--- config.mk ---
export PLATFORM = sky130hd
export DESIGN_NAME = config_reg_bank_flat
export DESIGN_NICKNAME = d
export VERILOG_FILES = /design/src/rtl/config_reg_bank_pkg.sv /design/src/rtl/config_reg_bank_if.sv /design/src/rtl/config_addr_decode.sv /design/src/rtl/config_reg_bank.sv /design/src/flat_wrapper.sv
export SDC_FILE = /design/constraint.sdc
export NUM_CORES = 2
export LEC_CHECK = 0
export ABC_AREA = 1
export ABC_CLOCK_PERIOD_IN_PS = 2000
export BUFFER_PORTS_ARGS = -buffer_cell sky130_fd_sc_hd__buf_4
export CAP_MARGIN = 20
export CORE_AREA = 2 2 486 488
export CTS_BUF_LIST = sky130_fd_sc_hd__clkbuf_16
export DETAILED_ROUTE_END_ITERATION = 8
export DIE_AREA = 0 0 488 490
export PLACE_DENSITY = 0.51
export SKIP_CTS_REPAIR_TIMING = 1
export SKIP_LAST_GASP = 1
export SYNTH_ARGS = -nofsm -noshare
export SYNTH_HDL_FRONTEND = slang
export SYNTH_SLANG_ARGS = --single-unit
--- constraint.sdc ---
create_clock -name clk -period 2 [get_ports clk]
set_input_delay 0.3 -clock clk [delete_from_list [all_inputs] [get_ports clk]]
set_output_delay 0.3 -clock clk [all_outputs]
set_load 0.005 [all_outputs]
--- src/rtl/config_reg_bank_pkg.sv ---
// Shared types and the address-decode helper for the config register bank.
package config_reg_bank_pkg;

  localparam int unsigned AXIL_DATA_BITS = 64;
  localparam int unsigned AXIL_ADDR_BITS = 32;
  localparam int unsigned CFG_STRIDE     = AXIL_DATA_BITS / 8;
  localparam int unsigned CFG_IDX_W      = 16;

  typedef struct packed {
    logic [AXIL_DATA_BITS-1:0] data;
    logic                      error;
  } cfg_resp_t;

  typedef struct packed {
    logic                 hit;
    logic [CFG_IDX_W-1:0] idx;
  } cfg_dec_t;

  typedef enum logic {
    RESP_IDLE = 1'b0,
    RESP_FULL = 1'b1
  } resp_state_t;

  // Maps a byte address onto a slot index; misaligned, below-base and past-end are misses.
  function automatic cfg_dec_t cfg_addr_decode(
    input logic [AXIL_ADDR_BITS-1:0] addr,
    input logic [AXIL_ADDR_BITS-1:0] base,
    input logic [AXIL_ADDR_BITS-1:0] stride,
    input logic [AXIL_ADDR_BITS-1:0] n
  );
    cfg_dec_t                  res;
    logic [AXIL_ADDR_BITS-1:0] off;
    logic [AXIL_ADDR_BITS-1:0] slot;
    off      = addr - base;
    slot     = off / stride;
    res.hit  = (addr >= base) && ((off % stride) == '0) && (slot < n);
    res.idx  = CFG_IDX_W'(slot);
    return res;
  endfunction

endpackage

--- src/rtl/config_reg_bank_if.sv ---
// Config bus interfaces: fire-and-forget write channel and request/response read channel.
interface write_config_i;
  import config_reg_bank_pkg::*;
  logic [AXIL_ADDR_BITS-1:0] addr;
  logic [AXIL_DATA_BITS-1:0] data;
  logic                      valid;

  modport m (output addr, data, valid);
  modport s (input  addr, data, valid);
endinterface

interface read_config_i;
  import config_reg_bank_pkg::*;
  logic [AXIL_ADDR_BITS-1:0] addr;
  logic                      valid;
  logic                      ready;
  logic [AXIL_DATA_BITS-1:0] resp_data;
  logic                      resp_error;
  logic                      resp_valid;
  logic                      resp_ready;

  modport m (output addr, valid, resp_ready, input  ready, resp_data, resp_error, resp_valid);
  modport s (input  addr, valid, resp_ready, output ready, resp_data, resp_error, resp_valid);
endinterface

--- src/rtl/config_addr_decode.sv ---
// Combinational address decoder; one copy each for the write and read paths.
module config_addr_decode
  import config_reg_bank_pkg::*;
#(
  parameter logic [AXIL_ADDR_BITS-1:0] BASE_ADDR   = '0,
  parameter int unsigned               NUM_ENTRIES = 16,
  parameter int unsigned               IDX_BITS    = 5
) (
  input  logic [AXIL_ADDR_BITS-1:0] addr_i,
  output logic                      hit_o,
  output logic [IDX_BITS-1:0]       idx_o
);

  cfg_dec_t dec;

  always_comb begin
    dec   = cfg_addr_decode(addr_i, BASE_ADDR, AXIL_ADDR_BITS'(CFG_STRIDE),
                            AXIL_ADDR_BITS'(NUM_ENTRIES));
    hit_o = dec.hit;
    idx_o = IDX_BITS'(dec.idx);
  end

endmodule

--- src/rtl/config_reg_bank.sv ---
// Config register bank: write sink, single-entry read response register.
// Optional CONFIG_BANK_WRITE_COUNT_EN adds a read-only accepted-write counter after the last register.
//
// state     | meaning
// RESP_IDLE | no response held, read request always accepted
// RESP_FULL | response held on resp_*, new read accepted only with resp_ready
module config_reg_bank
  import config_reg_bank_pkg::*;
#(
  parameter int unsigned               NUM_REGS    = 16,
  parameter logic [AXIL_ADDR_BITS-1:0] BASE_ADDR   = '0,
  parameter logic [AXIL_DATA_BITS-1:0] RESET_VALUE = '0
) (
  input  logic                                    clk,
  input  logic                                    rst_n,
  write_config_i.s                                write_config,
  read_config_i.s                                 read_config,
  output logic [NUM_REGS-1:0][AXIL_DATA_BITS-1:0] regs_o,
  output logic [NUM_REGS-1:0]                     reg_update_o,
  output logic                                    write_error_o
);

  localparam int unsigned IDX_BITS = ($clog2(NUM_REGS + 1) > 1) ? $clog2(NUM_REGS + 1) : 1;
`ifdef CONFIG_BANK_WRITE_COUNT_EN
  localparam int unsigned NUM_DEC = NUM_REGS + 1;
`else
  localparam int unsigned NUM_DEC = NUM_REGS;
`endif

  logic [NUM_REGS-1:0][AXIL_DATA_BITS-1:0] regs_q, regs_d;
  logic [NUM_REGS-1:0]                     reg_update_q, reg_update_d;
  logic                                    write_error_q, write_error_d;
  resp_state_t                             resp_state_q, resp_state_d;
  cfg_resp_t                               resp_q, resp_d;

  logic                      w_hit, r_hit;
  logic [IDX_BITS-1:0]       w_idx, r_idx;
  logic [AXIL_DATA_BITS-1:0] r_data;
  logic                      read_ready;
  logic                      read_accept;

  config_addr_decode #(
    .BASE_ADDR  (BASE_ADDR),
    .NUM_ENTRIES(NUM_DEC),
    .IDX_BITS   (IDX_BITS)
  ) u_wr_decode (
    .addr_i(write_config.addr),
    .hit_o (w_hit),
    .idx_o (w_idx)
  );

  config_addr_decode #(
    .BASE_ADDR  (BASE_ADDR),
    .NUM_ENTRIES(NUM_DEC),
    .IDX_BITS   (IDX_BITS)
  ) u_rd_decode (
    .addr_i(read_config.addr),
    .hit_o (r_hit),
    .idx_o (r_idx)
  );

  // Only real registers take writes; the counter slot falls through to an error.
  always_comb begin
    regs_d       = regs_q;
    reg_update_d = '0;
    for (int i = 0; i < NUM_REGS; i++) begin
      if (write_config.valid && w_hit && (w_idx == IDX_BITS'(i))) begin
        regs_d[i]       = write_config.data;
        reg_update_d[i] = 1'b1;
      end
    end
    write_error_d = write_config.valid && !(|reg_update_d);
  end

`ifdef CONFIG_BANK_WRITE_COUNT_EN
  logic [AXIL_DATA_BITS-1:0] write_count_q, write_count_d;

  always_comb begin
    write_count_d = write_count_q + AXIL_DATA_BITS'(|reg_update_d);
  end

  always_ff @(posedge clk or negedge rst_n) begin
    if (!rst_n) begin
      write_count_q <= '0;
    end else begin
      write_count_q <= write_count_d;
    end
  end
`endif

  // Read mux samples regs_q, so a same-cycle write is not yet visible.
  always_comb begin
    r_data = '0;
    for (int i = 0; i < NUM_REGS; i++) begin
      if (r_idx == IDX_BITS'(i)) begin
        r_data = regs_q[i];
      end
    end
`ifdef CONFIG_BANK_WRITE_COUNT_EN
    if (r_idx == IDX_BITS'(NUM_REGS)) begin
      r_data = write_count_q;
    end
`endif
  end

  assign read_ready  = (resp_state_q == RESP_IDLE) || read_config.resp_ready;
  assign read_accept = read_config.valid && read_ready;

  always_comb begin
    resp_state_d = resp_state_q;
    resp_d       = resp_q;
    if (read_accept) begin
      resp_state_d = RESP_FULL;
      resp_d.data  = r_hit ? r_data : '0;
      resp_d.error = !r_hit;
    end else if (read_config.resp_ready) begin
      resp_state_d = RESP_IDLE;
    end
  end

  always_ff @(posedge clk or negedge rst_n) begin
    if (!rst_n) begin
      regs_q        <= {NUM_REGS{RESET_VALUE}};
      reg_update_q  <= '0;
      write_error_q <= 1'b0;
      resp_state_q  <= RESP_IDLE;
      resp_q        <= '0;
    end else begin
      regs_q        <= regs_d;
      reg_update_q  <= reg_update_d;
      write_error_q <= write_error_d;
      resp_state_q  <= resp_state_d;
      resp_q        <= resp_d;
    end
  end

  assign regs_o                 = regs_q;
  assign reg_update_o           = reg_update_q;
  assign write_error_o          = write_error_q;
  assign read_config.ready      = read_ready;
  assign read_config.resp_valid = (resp_state_q == RESP_FULL);
  assign read_config.resp_data  = resp_q.data;
  assign read_config.resp_error = resp_q.error;

endmodule
--- src/flat_wrapper.sv ---
// flat-port wrapper written by rule: the top's interface ports become plain ports
module config_reg_bank_flat import config_reg_bank_pkg::*;
#(
  parameter int unsigned               NUM_REGS    = 16,
  parameter logic [AXIL_ADDR_BITS-1:0] BASE_ADDR   = '0,
  parameter logic [AXIL_DATA_BITS-1:0] RESET_VALUE = '0
)
  (clk, rst_n, regs_o, reg_update_o, write_error_o, write_config_addr, write_config_data, write_config_valid, read_config_addr, read_config_valid, read_config_resp_ready, read_config_ready, read_config_resp_data, read_config_resp_error, read_config_resp_valid);
  write_config_i write_config_i ();
  read_config_i read_config_i ();
  input  logic clk;
  input  logic rst_n;
  output logic [NUM_REGS-1:0][AXIL_DATA_BITS-1:0] regs_o;
  output logic [NUM_REGS-1:0] reg_update_o;
  output logic write_error_o;
  input wire logic [$bits(write_config_i.addr)-1:0] write_config_addr;
  input wire logic [$bits(write_config_i.data)-1:0] write_config_data;
  input wire logic [$bits(write_config_i.valid)-1:0] write_config_valid;
  input wire logic [$bits(read_config_i.addr)-1:0] read_config_addr;
  input wire logic [$bits(read_config_i.valid)-1:0] read_config_valid;
  input wire logic [$bits(read_config_i.resp_ready)-1:0] read_config_resp_ready;
  output wire logic [$bits(read_config_i.ready)-1:0] read_config_ready;
  output wire logic [$bits(read_config_i.resp_data)-1:0] read_config_resp_data;
  output wire logic [$bits(read_config_i.resp_error)-1:0] read_config_resp_error;
  output wire logic [$bits(read_config_i.resp_valid)-1:0] read_config_resp_valid;
  assign write_config_i.addr = write_config_addr;
  assign write_config_i.data = write_config_data;
  assign write_config_i.valid = write_config_valid;
  assign read_config_i.addr = read_config_addr;
  assign read_config_i.valid = read_config_valid;
  assign read_config_i.resp_ready = read_config_resp_ready;
  assign read_config_ready = read_config_i.ready;
  assign read_config_resp_data = read_config_i.resp_data;
  assign read_config_resp_error = read_config_i.resp_error;
  assign read_config_resp_valid = read_config_i.resp_valid;
  config_reg_bank #(.NUM_REGS(NUM_REGS), .BASE_ADDR(BASE_ADDR), .RESET_VALUE(RESET_VALUE)) u_core (.clk(clk), .rst_n(rst_n), .write_config(write_config_i), .read_config(read_config_i), .regs_o(regs_o), .reg_update_o(reg_update_o), .write_error_o(write_error_o));
endmodule
==> metrics.cfg <==
[status]
status = finished, violations left
violations = setup timing

[critical_path]
path_class = reg2reg
reg2regPathDepth = 9
setup.reg_to_reg.worst_slack_ns = -0.04
crit_path_start_kind = flip-flop
path_buf_inv = 2
rr_endpoint = u_core.read_config.resp_data[27]$_DFFE_PN0P_
crit_path_top_delay_cell = a21oi_1
required_ns = 2.72
crit_family = simple AND/OR/NAND/NOR gates
worstReg2RegStart = u_core.read_config.resp_valid$_DFFE_PN0P_
critical_path_depth = 9
crit_arrival_ns = 2.77
startpoint = u_core.read_config.resp_valid$_DFFE_PN0P_
cp_cell_sequence = nand2_2, nand2_8, nor3_4, nand4_1, buf_4, buf_6, a21oi_1, nand2_1, nand2_1
critPathMaxStageDelay_ns = 0.44
cpMostUsedCell = nand2_1
worst_setup_path_end_kind = flip-flop
worst-path-max-fanout = 4

[power]
p_leak_uw = 0.0404
p_switching_uw = 12900
power.share.combinational_pct = 5.6
power_frac_clock_pct = 49.8
power_frac_seq_pct = 44.6
powerDensity_nw_per_um2 = 686
switching_share_pct = 25.7
ir_drop_mv = 0.620
power_uw = 50300
p_int_uw = 37300

[drt]
drt-initial-drc-count = 4909
vias = 51183
firstDrtPassIters = 5
post-route-drc-count = 0
wl_per_cell_um = 29.7
viasPerCell = 4.67
wl_mm = 325
ant_nets = 0

[timing]
fin_crit_sh_pct = 102
worst_slack_ns = -0.0423
max_freq_mhz = 490
slew_violations = 0
rsz0062_at_grt = true
tightestPinTransition_ns = 0.982
hold_viol = 0
period_needed_ns = 2.04
skew_ns = 0.0395
max_slew_margin_pct = 34.3
setup_viol = 2

[logic_synthesis]
yosysWarnings = 0
yosys_most_used_dff = dfrtp_1
synth_seq_cells = 1107
synth_nets = 6390
syn_avg_cell_area_um2 = 8.24
synth_edf_count = 0
synth.distinct_cells = 31
ys_seq_area_share_pct = 53.7
synth-async-reset-ratio_pct = 100
synth_area_um2 = 51600
synthCells = 6257

[floorplanning]
core_area_um2 = 234000
die_x_um = 488
die_h_um = 490
pin_count = 1241
initial_core_util_pct = 22.0
dieArea_um2 = 239000
placementRows = 178

[layout]
fillers = 24781
final_util_pct = 31.3
final_common_cell = nand2_1
area.growth.synth_to_final_pct = 42.1
drive_above_1_share_pct = 24.9
mostFrequentLayoutCells = nand2_1 (1827), buf_4 (1467), dfrtp_1 (1107)
fin_area_um2 = 73200
finalNetCount = 7827
regArea_um2 = 27700
multi_input_area_um2 = 18300

[clock_network]
cts_buffers = 141
cts_num_sinks = 1107
cts_root_buf = clkbuf_16
htree_num_levels = 4
cts_tree = built
insertion_delay_ns = 0.79
ctsLongestPathBuffers = 3
path_clk_slew_ns = 0.06

[worst_hold_path]
hp-class = in2async

[global_route]
grt_pass1_wl_mm = 431
grt_max_degree = 80
track_usage_pct = 26.0
antenna_found_initial = 15
first_global_vias = 49615
globalRoute.totalOverflow = 0

[flow_run]
drv_cap = 0

[place]
place_congestion = 0.941
io_buffers = 1240
dpl.hpwl_mm = 241
pre_cts_slack_ns = -0.616
placed_area_um2 = 67700

## cell families after synthesis
logic type	after synthesis	share of synthesized area, %
compound gates	840	8.31
buf+inv	1426	11.7
flops	1107	53.7
mux	265	5.15
simple gates	2619	21.1
## flip-flops by register name, indices dropped and copies added (netlist names)
| name | cells |
|---|---|
| u_core.read_config.resp_data | 64 |
| u_core.read_config.resp_error | 1 |
| u_core.reg_update_o | 16 |
| u_core.read_config.resp_valid | 1 |
| u_core.write_error_o | 1 |
| u_core.regs_o | 1024 |
## power groups by stage
stage          clock network (µW)  registers [µW]  logic, µW
3_5_place_dp                    0           22800       2690
6_report                    25000           22400       2800
3_3_place_gp                    0           22800       2680
4_1_cts                     25500           22400       2700
5_1_grt                     26400           22400       2980
2_1_floorplan                   0           22800        707
## synthesized netlist by cell type, types with 3 or more instances
| cell | number | area [µm²] |
|---|---|---|
| inv_1 | 1011 | 3790 |
| o21ai_0 | 328 | 1640 |
| dfrtp_1 | 1107 | 27700 |
| mux2i_1 | 265 | 2650 |
| nor4_1 | 11 | 68.8 |
| o21ai_2 | 20 | 175 |
| buf_4 | 8 | 60.1 |
| nor2_1 | 281 | 1050 |
| buf_2 | 26 | 130 |
| nand4_1 | 281 | 1760 |
| nand3_1 | 155 | 776 |
| a21oi_1 | 70 | 350 |
| or2_2 | 18 | 113 |
| buf_1 | 37 | 139 |
| nor3_1 | 5 | 25.0 |
| clkbuf_1 | 260 | 976 |
| inv_2 | 3 | 11.3 |
| nand3_2 | 8 | 80.1 |
| buf_6 | 80 | 901 |
| nand2_1 | 1853 | 6960 |
| o21ai_1 | 420 | 2100 |
## per-layer routing
layer  wire (µm)  track usage, %  vias to the layer above
li1            -               -                    22469
met1      126000            31.3                    25323
met2      146000            41.0                     2749
met3       30400            7.59                      638
met4       23400            15.8                        4
met5          27               0                        -
## through the flow
stage                     TNS (ns)  std cells  hold slack, ns
after CTS                    -1.03      10860          -0.632
after detailed placement   -302.26      10614           0.231
after global routing         -1.26      10952         0.00699
after global placement     -352.14      10614           0.233
final                      -0.0588      10959          0.0572
after floorplan             -41.74       6257         0.00441
## area by class of cell
class                           count  area share [%]
Multi-Input combinational cell   3724            25.0
Tap cell                         3150            5.38
Inverter                         1015            5.23
Clock buffer                      146            4.99
Timing Repair Buffer             1705            20.5
Clock inverter                    100            1.02
Sequential cell                  1107            37.8
Antenna cell                       12          0.0410
## worst max-delay path by stage
stage / to / slack (ns)
floorplan: u_core.regs_o[826]$_DFFE_PN0P_ / -0.11
global placement: u_core.read_config.resp_data[12]$_DFFE_PN0P_ / -0.61
detailed placement: u_core.read_config.resp_data[12]$_DFFE_PN0P_ / -0.62
CTS: u_core.read_config.resp_data[49]$_DFFE_PN0P_ / -0.34
global route: u_core.read_config.resp_data[24]$_DFFE_PN0P_ / -0.07
finish: u_core.read_config.resp_data[27]$_DFFE_PN0P_ / -0.04
Power figures use the tool's default switching activity.
